`src/rtl/regfile_wb_arbiter.sv`:
```
// regfile_wb_arbiter: shares the register file write port between ALU (A) and load (B) writeback, tracks pending writes
module regfile_wb_arbiter #(
    parameter int ARB_MODE     = 0,
    parameter int STARVE_LIMIT = 4
) (
    input  logic        clk,
    input  logic        reset,
    input  logic        a_valid,
    input  logic [4:0]  a_rd,
    input  logic [31:0] a_data,
    output logic        a_ready,
    input  logic        b_valid,
    input  logic [4:0]  b_rd,
    input  logic [31:0] b_data,
    output logic        b_ready,
    input  logic        issue_valid,
    input  logic [4:0]  issue_rd,
    output logic        regwrite,
    output logic [4:0]  rd,
    output logic [31:0] write_data,
    output logic [31:0] busy
);
    localparam logic [3:0] LIMIT = 4'(STARVE_LIMIT);

    logic        last_b_q, last_b_d;
    logic [3:0]  starve_q, starve_d;
    logic        regwrite_q, regwrite_d;
    logic [4:0]  rd_q, rd_d;
    logic [31:0] write_data_q, write_data_d;
    logic [31:0] busy_q, busy_d;
    logic        prefer_b, xfer;
    logic [4:0]  sel_rd;
    logic [31:0] sel_data, clr_mask, set_mask;

    // Grant: a lone requester always wins; under contention the arbitration mode picks B or A
    always_comb begin
        prefer_b = (ARB_MODE == 0) ? !last_b_q : (starve_q == LIMIT);
        a_ready  = !reset && a_valid && !(b_valid && prefer_b);
        b_ready  = !reset && b_valid && !(a_valid && !prefer_b);
        xfer     = a_ready || b_ready;
        sel_rd   = b_ready ? b_rd : a_rd;
        sel_data = b_ready ? b_data : a_data;
    end

    // Next state: arbitration history, output stage, and scoreboard where a new issue beats a same-index retire
    always_comb begin
        last_b_d     = xfer ? b_ready : last_b_q;
        starve_d     = (!b_valid || b_ready) ? 4'd0 : ((starve_q == LIMIT) ? LIMIT : starve_q + 4'd1);
        regwrite_d   = xfer && (sel_rd != 5'd0);
        rd_d         = xfer ? sel_rd : rd_q;
        write_data_d = xfer ? sel_data : write_data_q;
        clr_mask     = regwrite_q ? (32'd1 << rd_q) : 32'd0;
        set_mask     = (issue_valid && (issue_rd != 5'd0)) ? (32'd1 << issue_rd) : 32'd0;
        busy_d       = (busy_q & ~clr_mask) | set_mask;
    end

    // State registers; reset leaves B as last grant so A wins the first contention
    always_ff @(posedge clk) begin
        if (reset) begin
            last_b_q     <= 1'b1;
            starve_q     <= 4'd0;
            regwrite_q   <= 1'b0;
            rd_q         <= 5'd0;
            write_data_q <= 32'd0;
            busy_q       <= 32'd0;
        end else begin
            last_b_q     <= last_b_d;
            starve_q     <= starve_d;
            regwrite_q   <= regwrite_d;
            rd_q         <= rd_d;
            write_data_q <= write_data_d;
            busy_q       <= busy_d;
        end
    end

    assign regwrite   = regwrite_q;
    assign rd         = rd_q;
    assign write_data = write_data_q;
    assign busy       = busy_q;
endmodule
```
`config.mk`:
```
export PLATFORM = sky130hd
export DESIGN_NAME = regfile_wb_arbiter
export DESIGN_NICKNAME = d
export VERILOG_FILES = /design/src/rtl/regfile_wb_arbiter.sv
export SDC_FILE = /design/constraint.sdc
export NUM_CORES = 1
export LEC_CHECK = 0
export ABC_AREA = 1
export CORE_MARGIN = 4
export CORE_UTILIZATION = 42
export DETAILED_ROUTE_END_ITERATION = 12
export PLACE_DENSITY = 0.79
export SETUP_SLACK_MARGIN = 0.02
export SLEW_MARGIN = 15
export SYNTH_ARGS = -nofsm -noshare
export SYNTH_HDL_FRONTEND = slang
export SYNTH_SLANG_ARGS = --single-unit
```
`constraint.sdc`:
```
create_clock -name clk -period 3.7 [get_ports clk]
set_clock_uncertainty 0.15 [all_clocks]
set_input_delay 0.74 -clock clk [delete_from_list [all_inputs] [get_ports clk]]
set_output_delay 0.74 -clock clk [all_outputs]
set_load 0.03 [all_outputs]
```
==> results.yml, run 1 <==
outcome:
  status: "finished, final reports clean"
finish:
  design.final.nets: 734
  num_antenna_cells: 0
  drive_gt1_frac: 0.0382
  final_common_cell: "nand2_1"
  final_cell_count_no_fill: 757
  mostFrequentLayoutCells: "158 x nand2_1, 153 x clkdlybuf4s50_1, 90 x nor2_1"
  area_growth_pct: 51.6
global_route:
  first_global_vias: 3757
  grt_usage: 0.227
  antenna_found_initial: 0
  grt_max_degree: 43
  grt_overflow: 0
  grt_pass1_wl_mm: 17.6
logic_synthesis:
  synthXorXnorAreaFrac: 0
  yosys_warnings: 0
  syn-num-nets: 594
  synth_simple_gate_area_frac: 0.335
  synth_top_family_by_area: "simple AND/OR/NAND/NOR gates"
  syn_avg_cell_area_um2: 6.52
  netlist_instances: 510
  yosys.cell_types.count: 22
  syn_area_mm2: 0.00333
  ys_ff_latch: 71
  yosysSeqAreaShare: 0.427
  synth_mux_area_frac: 0
  synth_compound_area_frac: 0.151
  synthAdderAreaFrac: 0
placement:
  place.detailed.hpwl_mm: 8.03
  gp_congestion: 0.959
  io_buffers: 155
  dp.cells: 741
cts:
  cts_buffers: 9
  clk-insertion-delay-late_ns: 0.35
  clock_path_buffers: 2
  cts_tree: "done"
  post-cts-setup-buffers: 0
  cts_resized: 0
  hold_buffers: 0
  cts_root_buffer: "clkbuf_8"
  clkTransAtPathRegs_ns: 0.07
  cts_htree_levels: 3
  clock-sinks: 71
worst_setup_path:
  critPathKind: "in -> out"
  critical-path-max-stage-delay_ns: 0.47
  crit_fanout: 40
  crit_family: "buffers and inverters"
  cp-start-kind: "primary input"
  path_cells: "clkdlybuf4s50_1 > inv_4 > nand3_1 > inv_1 > buf_4"
  crit_path_end_kind: "output port"
  crit_buf_inv: 4
  arrival_ns: 1.94
  slowest_stage: "clkdlybuf4s50_1"
  worstPathRequired_ns: 2.81
detailed_routing:
  wl_mm: 10.8
  vias: 3832
  viasPerCell: 5.06
  detail_route.wl_per_cell_um: 14.2
  drc: 0
  first_pass_iters: 6
  ant_nets: 0
  drt-initial-drc-count: 184
die:
  die_x_um: 97
  start_util: 0.431
  dieArea_mm2: 0.00941
  core_mm2: 0.00773
  io_pins: 156
  die_h_um: 97
  row_count: 32
pwr:
  p_leak_nw: 2.10
  vdd_ir_drop_max_v: 0.000202
  power_density_mw_per_mm2: 380
timing:
  fin_crit_ns: 2.83
  maxSlewHeadroom: 0.635
  min_period_over_period: 0.765
  max_freq_ghz: 0.353
  drv_slew: 0
  hold_viol: 0
  tightest_slew_ns: 0.547
  rsz0062_at_grt: "false"
  tns_ns: 0
  setup_viol: 0
min_path:
  min_path_type: "reg -> reg"
flow_run:
  maxCapViolations: 0
==> power breakdown <==
part | internal (mW) | switching [mW] | leakage [nW]
clock | 0.330 | 0.282 | 0.0936
sequential | 0.809 | 0.0369 | 0.582
combinational | 0.200 | 0.259 | 1.43
total | 1.34 | 0.579 | 2.10
==> synth_stat cells <==
cell | number | area [um2]
clkbuf_1 | 7 | 26.3
o21ai_0 | 55 | 275
nand2_2 | 1 | 6.26
nor3_1 | 2 | 10.0
nand3_1 | 22 | 110
nand3b_1 | 1 | 7.51
o211ai_1 | 1 | 7.51
a21oi_1 | 36 | 180
nor2_1 | 90 | 338
dfxtp_1 | 71 | 1420
nor2_2 | 1 | 6.26
inv_1 | 26 | 97.6
clkbuf_2 | 1 | 5.00
o21ai_1 | 8 | 40.0
inv_2 | 2 | 7.51
buf_2 | 12 | 60.1
buf_4 | 7 | 52.6
nand4_1 | 4 | 25.0
nand3_4 | 1 | 17.5
buf_6 | 3 | 33.8
nand2_1 | 158 | 593
inv_4 | 1 | 6.26
==> per-layer routing <==
metal	routed length [um]	track usage
met1	4250	0.267
met2	4980	0.374
met3	1260	0.0851
met4	265	0.0886
met5	0	0
==> final cells by class <==
type                            instances  area, um2
Clock buffer                           13        149
Timing Repair Buffer                  159       1580
Multi-Input combinational cell        380       1620
Inverter                               29        111
Sequential cell                        71       1420
Tap cell                              102        128
Fill cell                             670       2680
Clock inverter                          3       42.5
==> flip-flops by register name, indices dropped and copies added, names as in the netlist <==
register	flops
busy	32
write_data	32
rd	5
last_b_q	1
regwrite	1
==> path summary, 6_finish.rpt <==
path | startpoint | to | slack, ns | cells past startpoint
setup / recovery | reset | a_ready | 0.87 | 5
hold reg to reg | busy[23]$_SDFF_PP0_ | busy[23]$_SDFF_PP0_ | 0.32 | 2
setup reg to reg | last_b_q$_SDFFE_PP1P_ | write_data[12]$_SDFFE_PP0P_ | 1.78 | 7
hold / removal | busy[23]$_SDFF_PP0_ | busy[23]$_SDFF_PP0_ | 0.32 | 2
==> through the flow <==
stage	utilization	hold WS, ns	instance area [um2]	worst slack (ns)	power [mW]
final	0.653	0.317	5040	0.870	1.92
after global routing	0.653	0.342	5040	0.772	2.00
after CTS	0.653	0.320	5040	0.859	1.92
after detailed placement	0.628	0.309	4850	0.767	1.32
after global placement	0.628	0.300	4850	0.831	1.31
after floorplan	-	0.320	3330	1.52	1.10
==> cells by family after synthesis <==
| group | Yosys count |
|---|---|
| AO/OA/AOI/OAI | 100 |
| buffers and inverters | 59 |
| flip-flops | 71 |
| AND/OR/NAND/NOR | 280 |
==> tightest hold or removal path: cells and delay by family, from the launching register on <==
| family | cells | cell delay (ns) |
|---|---|---|
| compound gates | 1 | 0.05 |
| flops | 1 | 0.31 |
| simple gates | 1 | 0.06 |
No activity file was read; power rests on OpenSTA's default activity.
==> run 2, diff against run 1 <==
- CORE_UTILIZATION: 42 -> 41
- PLACE_DENSITY: 0.79 -> 0.77
- clock period: 3.7 -> 2.64 ns (I/O delays scaled with it)
==> run 2 against run 1 <==
  * Combinational power up 42%
  * Global-route usage is 0.47 points lower
  * Hold slack barely moved
  * Worst setup slack worse by 0.66 ns
  * Largest cell class unchanged
  * Design area up 1.6%
  * Critical path depth fell by 4
  * Final cell count grew 0.53%
==> results.yml, run 2 (synthesized netlist as in run 1, its figures left out) <==
worst_setup_path:
  crit_path_end_kind: "output port"
  critical_path_depth: 1
  worstPathRequired_ns: 1.96
  critical-path-max-stage-delay_ns: 0.77
  crit_buf_inv: 1
  crit_family: "buffers and inverters"
  slowest_stage: "clkdlybuf4s50_1"
  r2r_slack_ns: 1.02
  critPathKind: "reg -> out"
  cp-start-kind: "flop"
  r2r_cells: 8
  r2r_end: "write_data[5]$_SDFFE_PP0P_"
  arrival_ns: 1.76
  path_cells: "clkdlybuf4s50_1"
  rr_startpoint: "last_b_q$_SDFFE_PP1P_"
  crit_fanout: 12
global_route:
  grt_overflow: 0
  antenna_found_initial: 0
  grt_usage: 0.222
  grt_max_degree: 43
  first_global_vias: 3686
  grt_pass1_wl_mm: 17.4
pwr:
  power_density_mw_per_mm2: 566
  p_leak_nw: 2.15
  p_total_mw: 2.90
  vdd_ir_drop_max_v: 0.000301
die:
  row_count: 32
  die_h_um: 98.1
  start_util: 0.426
  die_x_um: 98.1
  core_mm2: 0.00781
  io_pins: 156
  dieArea_mm2: 0.00962
cts:
  clk-insertion-delay-late_ns: 0.34
  clock_path_buffers: 2
  clkTransAtPathRegs_ns: 0.09
  cts_root_buffer: "clkbuf_8"
  post-cts-setup-buffers: 0
  hold_buffers: 0
  cts_tree: "done"
  cts_buffers: 9
  clock-sinks: 71
  cts_resized: 0
  cts_htree_levels: 3
detailed_routing:
  detail_route.wl_per_cell_um: 14.5
  drc: 0
  drt-initial-drc-count: 185
  vias: 3824
  viasPerCell: 5.02
  wl_mm: 11.0
  first_pass_iters: 4
  ant_nets: 0
min_path:
  min_path_type: "reg -> reg"
  holdPathEnd: "busy[23]$_SDFF_PP0_"
  hp-start: "busy[23]$_SDFF_PP0_"
  holdPathStages: 2
finish:
  design.final.nets: 738
  final_common_cell: "nand2_1"
  postLayoutCoreUtil: 0.657
  drive_gt1_frac: 0.0486
  num_antenna_cells: 0
  area_growth_pct: 54.1
  mostFrequentLayoutCells: "158 x nand2_1, 153 x clkdlybuf4s50_1, 90 x nor2_1"
timing:
  maxSlewHeadroom: 0.631
  fin_ws_ns: 0.205
  hold_viol: 0
  rsz0062_at_grt: "false"
  min_period_over_period: 0.922
  max_freq_ghz: 0.411
  setup_viol: 0
  fin_crit_ns: 2.43
  tns_ns: 0
  drv_slew: 0
  tightest_slew_ns: 0.552
placement:
  dp_slack_ns: 0.327
  place.detailed.hpwl_mm: 8.41
  io_buffers: 155
  gp_congestion: 0.945
outcome:
  status: "finished, final reports clean"
flow_run:
  maxCapViolations: 0
run 2: layer usage:
| layer | share of wire | vias up | track usage | wire (um) |
|---|---|---|---|---|
| met1 | 0.41 | 1704 | 0.261 | 4470 |
| met3 | 0.12 | 22 | 0.0907 | 1320 |
| li1 | - | 1903 | - | - |
| met4 | 0.021 | 0 | 0.0916 | 228 |
| met2 | 0.45 | 195 | 0.360 | 5010 |
| met5 | 0 | - | 0 | 0 |
run 2: through the flow:
step	instances	area, um2	hold WS (ns)
3_5_place_dp	745	4880	0.306
3_3_place_gp	745	4880	0.301
4_1_cts	761	5130	0.318
2_1_floorplan	510	3330	0.320
5_1_grt	761	5130	0.337
6_report	761	5130	0.317
run 2: how the worst max path moves through the flow:
stage	startpoint	endpoint
after global routing	rd[2]$_SDFFE_PP0P_	rd[2]
after floorplan	reset	b_ready
after CTS	rd[2]$_SDFFE_PP0P_	rd[2]
final	rd[2]$_SDFFE_PP0P_	rd[2]
after detailed placement	a_valid	write_data[5]$_SDFFE_PP0P_
after global placement	a_valid	write_data[28]$_SDFFE_PP0P_
run 2: power breakdown:
part,internal [mW],switching [mW],leakage (nW)
clock,0.631,0.437,0.120
sequential,1.13,0.0479,0.582
combinational,0.285,0.367,1.45
run 2: area by class of cell:
| cell class | instances | area, um2 |
|---|---|---|
| fill | 694 | 2680 |
| multi-input combinational | 380 | 1620 |
| timing repair buffer | 163 | 1610 |
| sequential | 71 | 1420 |
| tap | 102 | 128 |
| clock buffer | 9 | 124 |
| clock inverter | 7 | 120 |
| inverter | 29 | 111 |
==> run 3, diff against run 2 <==
- CAP_MARGIN: not set -> 5
- CORE_UTILIZATION: 41 -> 42
- PLACE_DENSITY: 0.77 -> 0.79
- clock period: 2.64 -> 3.1 ns (I/O delays scaled with it)
==> run 3 against run 2 <==
  * Via count is essentially flat
  * Core utilization shrank 0.21 points
  * Count of clock-buffer cells in the layout grew 3
  * Routed wire length shrank 4.3%
  * Design area shrank 1.3%
  * Total power shrank 22%
  * Clock power shrank 33%
  * Critical path depth is the same
  * Non-clock buffer count shrank 2
  * Die area shrank 2.2%
  * Combinational power shrank 15%
  * Largest cell class unchanged
==> results.yml, run 3 (synthesized netlist as in run 1, its figures left out) <==
timing:
  setup_viol: 0
  tns_ns: 0
  maxSlewHeadroom: 0.644
  rsz0062_at_grt: "false"
  min_period_over_period: 0.806
  hold_viol: 0
  fin_crit_ns: 2.50
  drv_slew: 0
  fin_ws_ns: 0.601
  tightest_slew_ns: 0.533
  max_freq_ghz: 0.400
cts:
  post-cts-setup-buffers: 0
  clk-insertion-delay-late_ns: 0.33
  cts_root_buffer: "clkbuf_8"
  hold_buffers: 0
  cts_htree_levels: 3
  cts_buffers: 9
  clock-sinks: 71
  cts_resized: 0
  cts_tree: "done"
  clock_path_buffers: 2
  clkTransAtPathRegs_ns: 0.07
detailed_routing:
  detail_route.wl_per_cell_um: 13.9
  drt-initial-drc-count: 211
  wl_mm: 10.6
  drc: 0
  vias: 3826
  first_pass_iters: 5
  viasPerCell: 5.04
  ant_nets: 0
finish:
  num_antenna_cells: 0
  final_common_cell: "nand2_1"
  design.final.nets: 736
  nFillCells: 684
  mostFrequentLayoutCells: "158 x nand2_1, 153 x clkdlybuf4s50_1, 90 x nor2_1"
  drive_gt1_frac: 0.0426
  area_growth_pct: 52.0
  postLayoutCoreUtil: 0.655
pwr:
  p_clk_frac: 0.315
  combPwrFrac: 0.242
  p_int_mw: 1.60
  power.switching_mw: 0.676
  p_leak_nw: 2.12
  seq_power_share: 0.443
  swShare: 0.297
  power_density_mw_per_mm2: 449
  vdd_ir_drop_max_v: 0.000201
global_route:
  first_global_vias: 3565
  grt_max_degree: 43
  grt_pass1_wl_mm: 16.7
  grt_usage: 0.215
  antenna_found_initial: 0
  grt_overflow: 0
die:
  row_count: 32
  die_h_um: 97
  io_pins: 156
  dieArea_mm2: 0.00941
  core_mm2: 0.00773
  die_x_um: 97
  start_util: 0.431
placement:
  io_buffers: 155
  dp_slack_ns: 0.601
  gp_congestion: 0.921
  place.detailed.hpwl_mm: 8.02
worst_setup_path:
  cp-start-kind: "flop"
  slowest_stage: "clkdlybuf4s50_1"
  critPathKind: "reg -> out"
  rr_startpoint: "last_b_q$_SDFFE_PP1P_"
  r2r_end: "rd[1]$_SDFFE_PP0P_"
  crit_path_end_kind: "output port"
  critical-path-max-stage-delay_ns: 0.77
  crit_family: "buffers and inverters"
  crit_buf_inv: 1
  path_cells: "clkdlybuf4s50_1"
  worstPathRequired_ns: 2.33
  r2r_cells: 6
  crit_fanout: 12
  arrival_ns: 1.73
  r2r_slack_ns: 1.45
outcome:
  status: "finished, final reports clean"
min_path:
  holdPathEnd: "busy[7]$_SDFF_PP0_"
  holdPathStages: 2
  hp-start: "busy[7]$_SDFF_PP0_"
  min_path_type: "reg -> reg"
flow_run:
  maxCapViolations: 0
run 3: cell count changes in the layout (fill, tap and decap cells not counted), sizes merged:
cell and delta:
clkinv +1, buf -2, bufinv -2, clkbuf +3, inv -1, clkinvlp -1
run 3: layer usage:
| metal | vias up | track usage | routed length (um) |
|---|---|---|---|
| met3 | 25 | 0.0786 | 1350 |
| met2 | 207 | 0.348 | 4820 |
| met1 | 1690 | 0.250 | 4050 |
| li1 | 1904 | - | - |
| met4 | 0 | 0.103 | 333 |
| met5 | - | 0 | 0 |
run 3: worst max-delay path by stage:
stage                       start      end  slack, ns  cells past startpoint
2_1_floorplan               reset  b_ready       1.16                      5
3_3_place_gp                reset  b_ready       0.59                      5
3_5_place_dp                reset  b_ready       0.60                      5
4_1_cts                     reset  b_ready       0.59                      5
5_1_grt                     reset  b_ready       0.52                      5
6_report       rd[2]$_SDFFE_PP0P_    rd[2]       0.60                      1
run 3: layout make-up:
class                   count  area [um2]  share of cell area
multi-input cells         380        1620               0.320
repair buffers            161        1590               0.315
flip-flops and latches     71        1420               0.281
clock buffers              12         145              0.0287
well taps                 102         128              0.0252
inverters                  29         111              0.0220
clock inverters             4        45.0             0.00890
run 3: power by group through the flow:
stage,clock network (mW),registers (mW),logic [mW]
2_1_floorplan,0,1.11,0.203
3_3_place_gp,0,1.02,0.544
3_5_place_dp,0,1.02,0.549
4_1_cts,0.729,1.00,0.552
5_1_grt,0.761,1.01,0.597
6_report,0.716,1.01,0.551
run 3: through the flow:
stage	power [mW]	instances	hold WS, ns	cell area, um2
after floorplan	1.32	510	0.320	3330
after global placement	1.57	743	0.303	4870
after detailed placement	1.57	743	0.311	4870
after CTS	2.29	759	0.322	5060
after global routing	2.37	759	0.329	5060
final	2.27	759	0.320	5060
==> patch: new RTL, config.mk and constraints of run 2 <==
`rd_q` and `write_data_q` no longer have a reset.
--- a/src/rtl/regfile_wb_arbiter.sv
+++ b/src/rtl/regfile_wb_arbiter.sv
@@ -62,4 +62,2 @@
             regwrite_q   <= 1'b0;
-            rd_q         <= 5'd0;
-            write_data_q <= 32'd0;
             busy_q       <= 32'd0;
@@ -69,6 +67,9 @@
             regwrite_q   <= regwrite_d;
-            rd_q         <= rd_d;
-            write_data_q <= write_data_d;
             busy_q       <= busy_d;
         end
+    end
+
+    always_ff @(posedge clk) begin
+        rd_q         <= rd_d;
+        write_data_q <= write_data_d;
     end
Check against the original RTL: differs if reset is asserted again (counterexample within 4 cycles, from zero or initial values and one cycle with reset high); with reset held inactive, the same outputs for 10 cycles.
==> patch against run 2 <==
Die area is 3.6% lower. Sequential cell count stayed put. Synthesized cell count is 24% lower. Power is 10% lower. Wire length is 14% lower. Critical path type unchanged. Combinational power is 21% lower. Worst setup slack better by 23 ps. Final area is 2.1% lower. Area after synthesis is 3.9% lower. Sequential share of layout area is 8.0 points higher.
==> patch: results (changes against run 2) <==
| Metric | Value |
|---|---|
| Status | `complete, no violations` |
| EDFF count, synth | `37 (+37)` |
| Top cells by count, synth | `nand2_1, edfxtp_1, dfxtp_1, a21oi_1, inv_1` |
| Layout cells sized above 1 | `0.0585 (+0.00994)` |
| Final wirelength | `9440 um (-14%)` |
| Flop-to-flop setup slack | `950 ps (-70 ps)` |
| YS warnings | `0 (unchanged)` |
| Clock Latency Late Sink | `340 ps (about the same)` |
| Worst hold margin | `306 ps (-11.8 ps)` |
| Mux cell area share after synthesis | `0 (unchanged)` |
| Hold crit path type | `reg2reg` |
| Hold_sp | `busy[0]` |
| Synth top area cells | `edfxtp_1, dfxtp_1, nand2_1` |
| Port Buffers | `155 (unchanged)` |
| Seq/Total Area, Yosys | `0.560 (+0.133)` |
| Clk slew on worst S/H paths | `70 ps (-20 ps)` |
| CTS H-Tree Depth | `3 (unchanged)` |
| Vias | `3132 (-18%)` |
| Leakage | `2.00 nW (-7.1%)` |
| Routability cong. | `0.892 (-5.6%)` |
| CTS Root Cell | `clkbuf_8` |
| Post-CTS sizing | `0 (unchanged)` |
| Vias in the first global route | `3030 (-18%)` |
| Hpwl dp | `7330 um (-13%)` |
| Xor/xnor share of the synthesized area | `0 (unchanged)` |
| Worst-Margin Slew | `479 ps (-73.7 ps)` |
| Num CTS Buffers | `9 (unchanged)` |
| Peak VDD IR | `0.235 mV (-22%)` |
| Total iterations of the first detailed-routing run | `4 (unchanged)` |
| Worst reg2reg path depth | `6 (-2)` |
| Crit path launch | `rd[2]` |
| First-iteration detailed-routing DRC count | `151 (-18%)` |
| Worst Hold Endpoint | `busy[0]` |
| Sw frac | `0.266 (-0.0278)` |
| Ant. Diodes | `0 (unchanged)` |
| Max incr delay on CP | `790 ps (+20 ps)` |
| Worst-path fanout max | `11 (-1)` |
| First-pass GRT wire length | `14400 um (-18%)` |
| Crit-path slowest cell | `clkdlybuf4s50_1` |
| Post-CTS setup buffers | `0 (unchanged)` |
| Synth Area in Compound Gates | `0.0943 (-0.0569)` |
| GRT Util Overall | `0.206 (-0.0161)` |
| # nets final | `626 (-15%)` |
| Syn Nets | `473 (-20%)` |
| Reg-to-reg endpoint | `write_data[0]` |
| Largest net degree at the start of global routing | `41 (-4.7%)` |
| Async SR Flop Fraction | `0 (unchanged)` |
| Hold Path Stages | `2 (unchanged)` |
| Crit path DAT | `1730 ps (-30 ps)` |
| Initial antenna violation count | `0 (unchanged)` |
| CP top delay family | `buffers and inverters` |
| Max clock buf depth | `2 (unchanged)` |
| Cell variety after synth | `23 (+4.5%)` |
| Post-Synth Adder-Cell Area | `0 (unchanged)` |
| R2R Path Start | `last_b_q` |
==> patch: cell types whose count changed after synthesis, moves of 5 or more <==
cell	run 2	this run
nor2_1	90	17
edfxtp_1	0	37
o21ai_0	55	22
o21ai_1	8	3
dfxtp_1	71	34
nand2_1	158	148
nand3_1	22	27
buf_4	7	0
inv_1	26	31
==> patch: kinds of logic after synthesis <==
family          after synthesis
flops                        71
buf+inv                      52
compound gates               59
simple gates                207
==> patch: area by class of cell <==
cell class	instances	area (um^2)
flip-flops and latches	71	1790
inverters	33	130
fillers	587	2390
repair buffers	161	1600
well taps	99	124
clock buffers	16	190
multi-input cells	266	1180
==> patch: layer usage <==
| layer | track usage | routed length (um) |
|---|---|---|
| met4 | 0.0736 | 133 |
| met2 | 0.354 | 4690 |
| met5 | 0 | 0 |
| met1 | 0.230 | 3560 |
| met3 | 0.0829 | 1050 |
==> patch: metrics by stage <==
step	instance area [um^2]	utilization	instances	setup WS, ps
after floorplan	3200	-	389	189
after global placement	4830	0.652	630	304
after detailed placement	4830	0.652	630	261
after CTS	5020	0.677	646	236
after global routing	5020	0.677	646	170
final	5020	0.677	646	228
==> patch: worst max-delay path by stage <==
stage | end | slack (ps) | cells past startpoint
2_1_floorplan | rd[0] | 190 | 6
4_1_cts | rd[2] | 240 | 1
3_3_place_gp | write_data[14] | 300 | 7
5_1_grt | rd[2] | 170 | 1
3_5_place_dp | write_data[14] | 260 | 7
6_report | rd[2] | 230 | 1
==> patch: power groups by stage <==
stage / clock [mW] / sequential, mW / combinational (mW)
2_1_floorplan: 0 / 1.37 / 0.151
3_3_place_gp: 0 / 1.28 / 0.515
3_5_place_dp: 0 / 1.28 / 0.519
4_1_cts: 0.843 / 1.26 / 0.521
5_1_grt: 0.889 / 1.26 / 0.556
6_report: 0.830 / 1.25 / 0.518
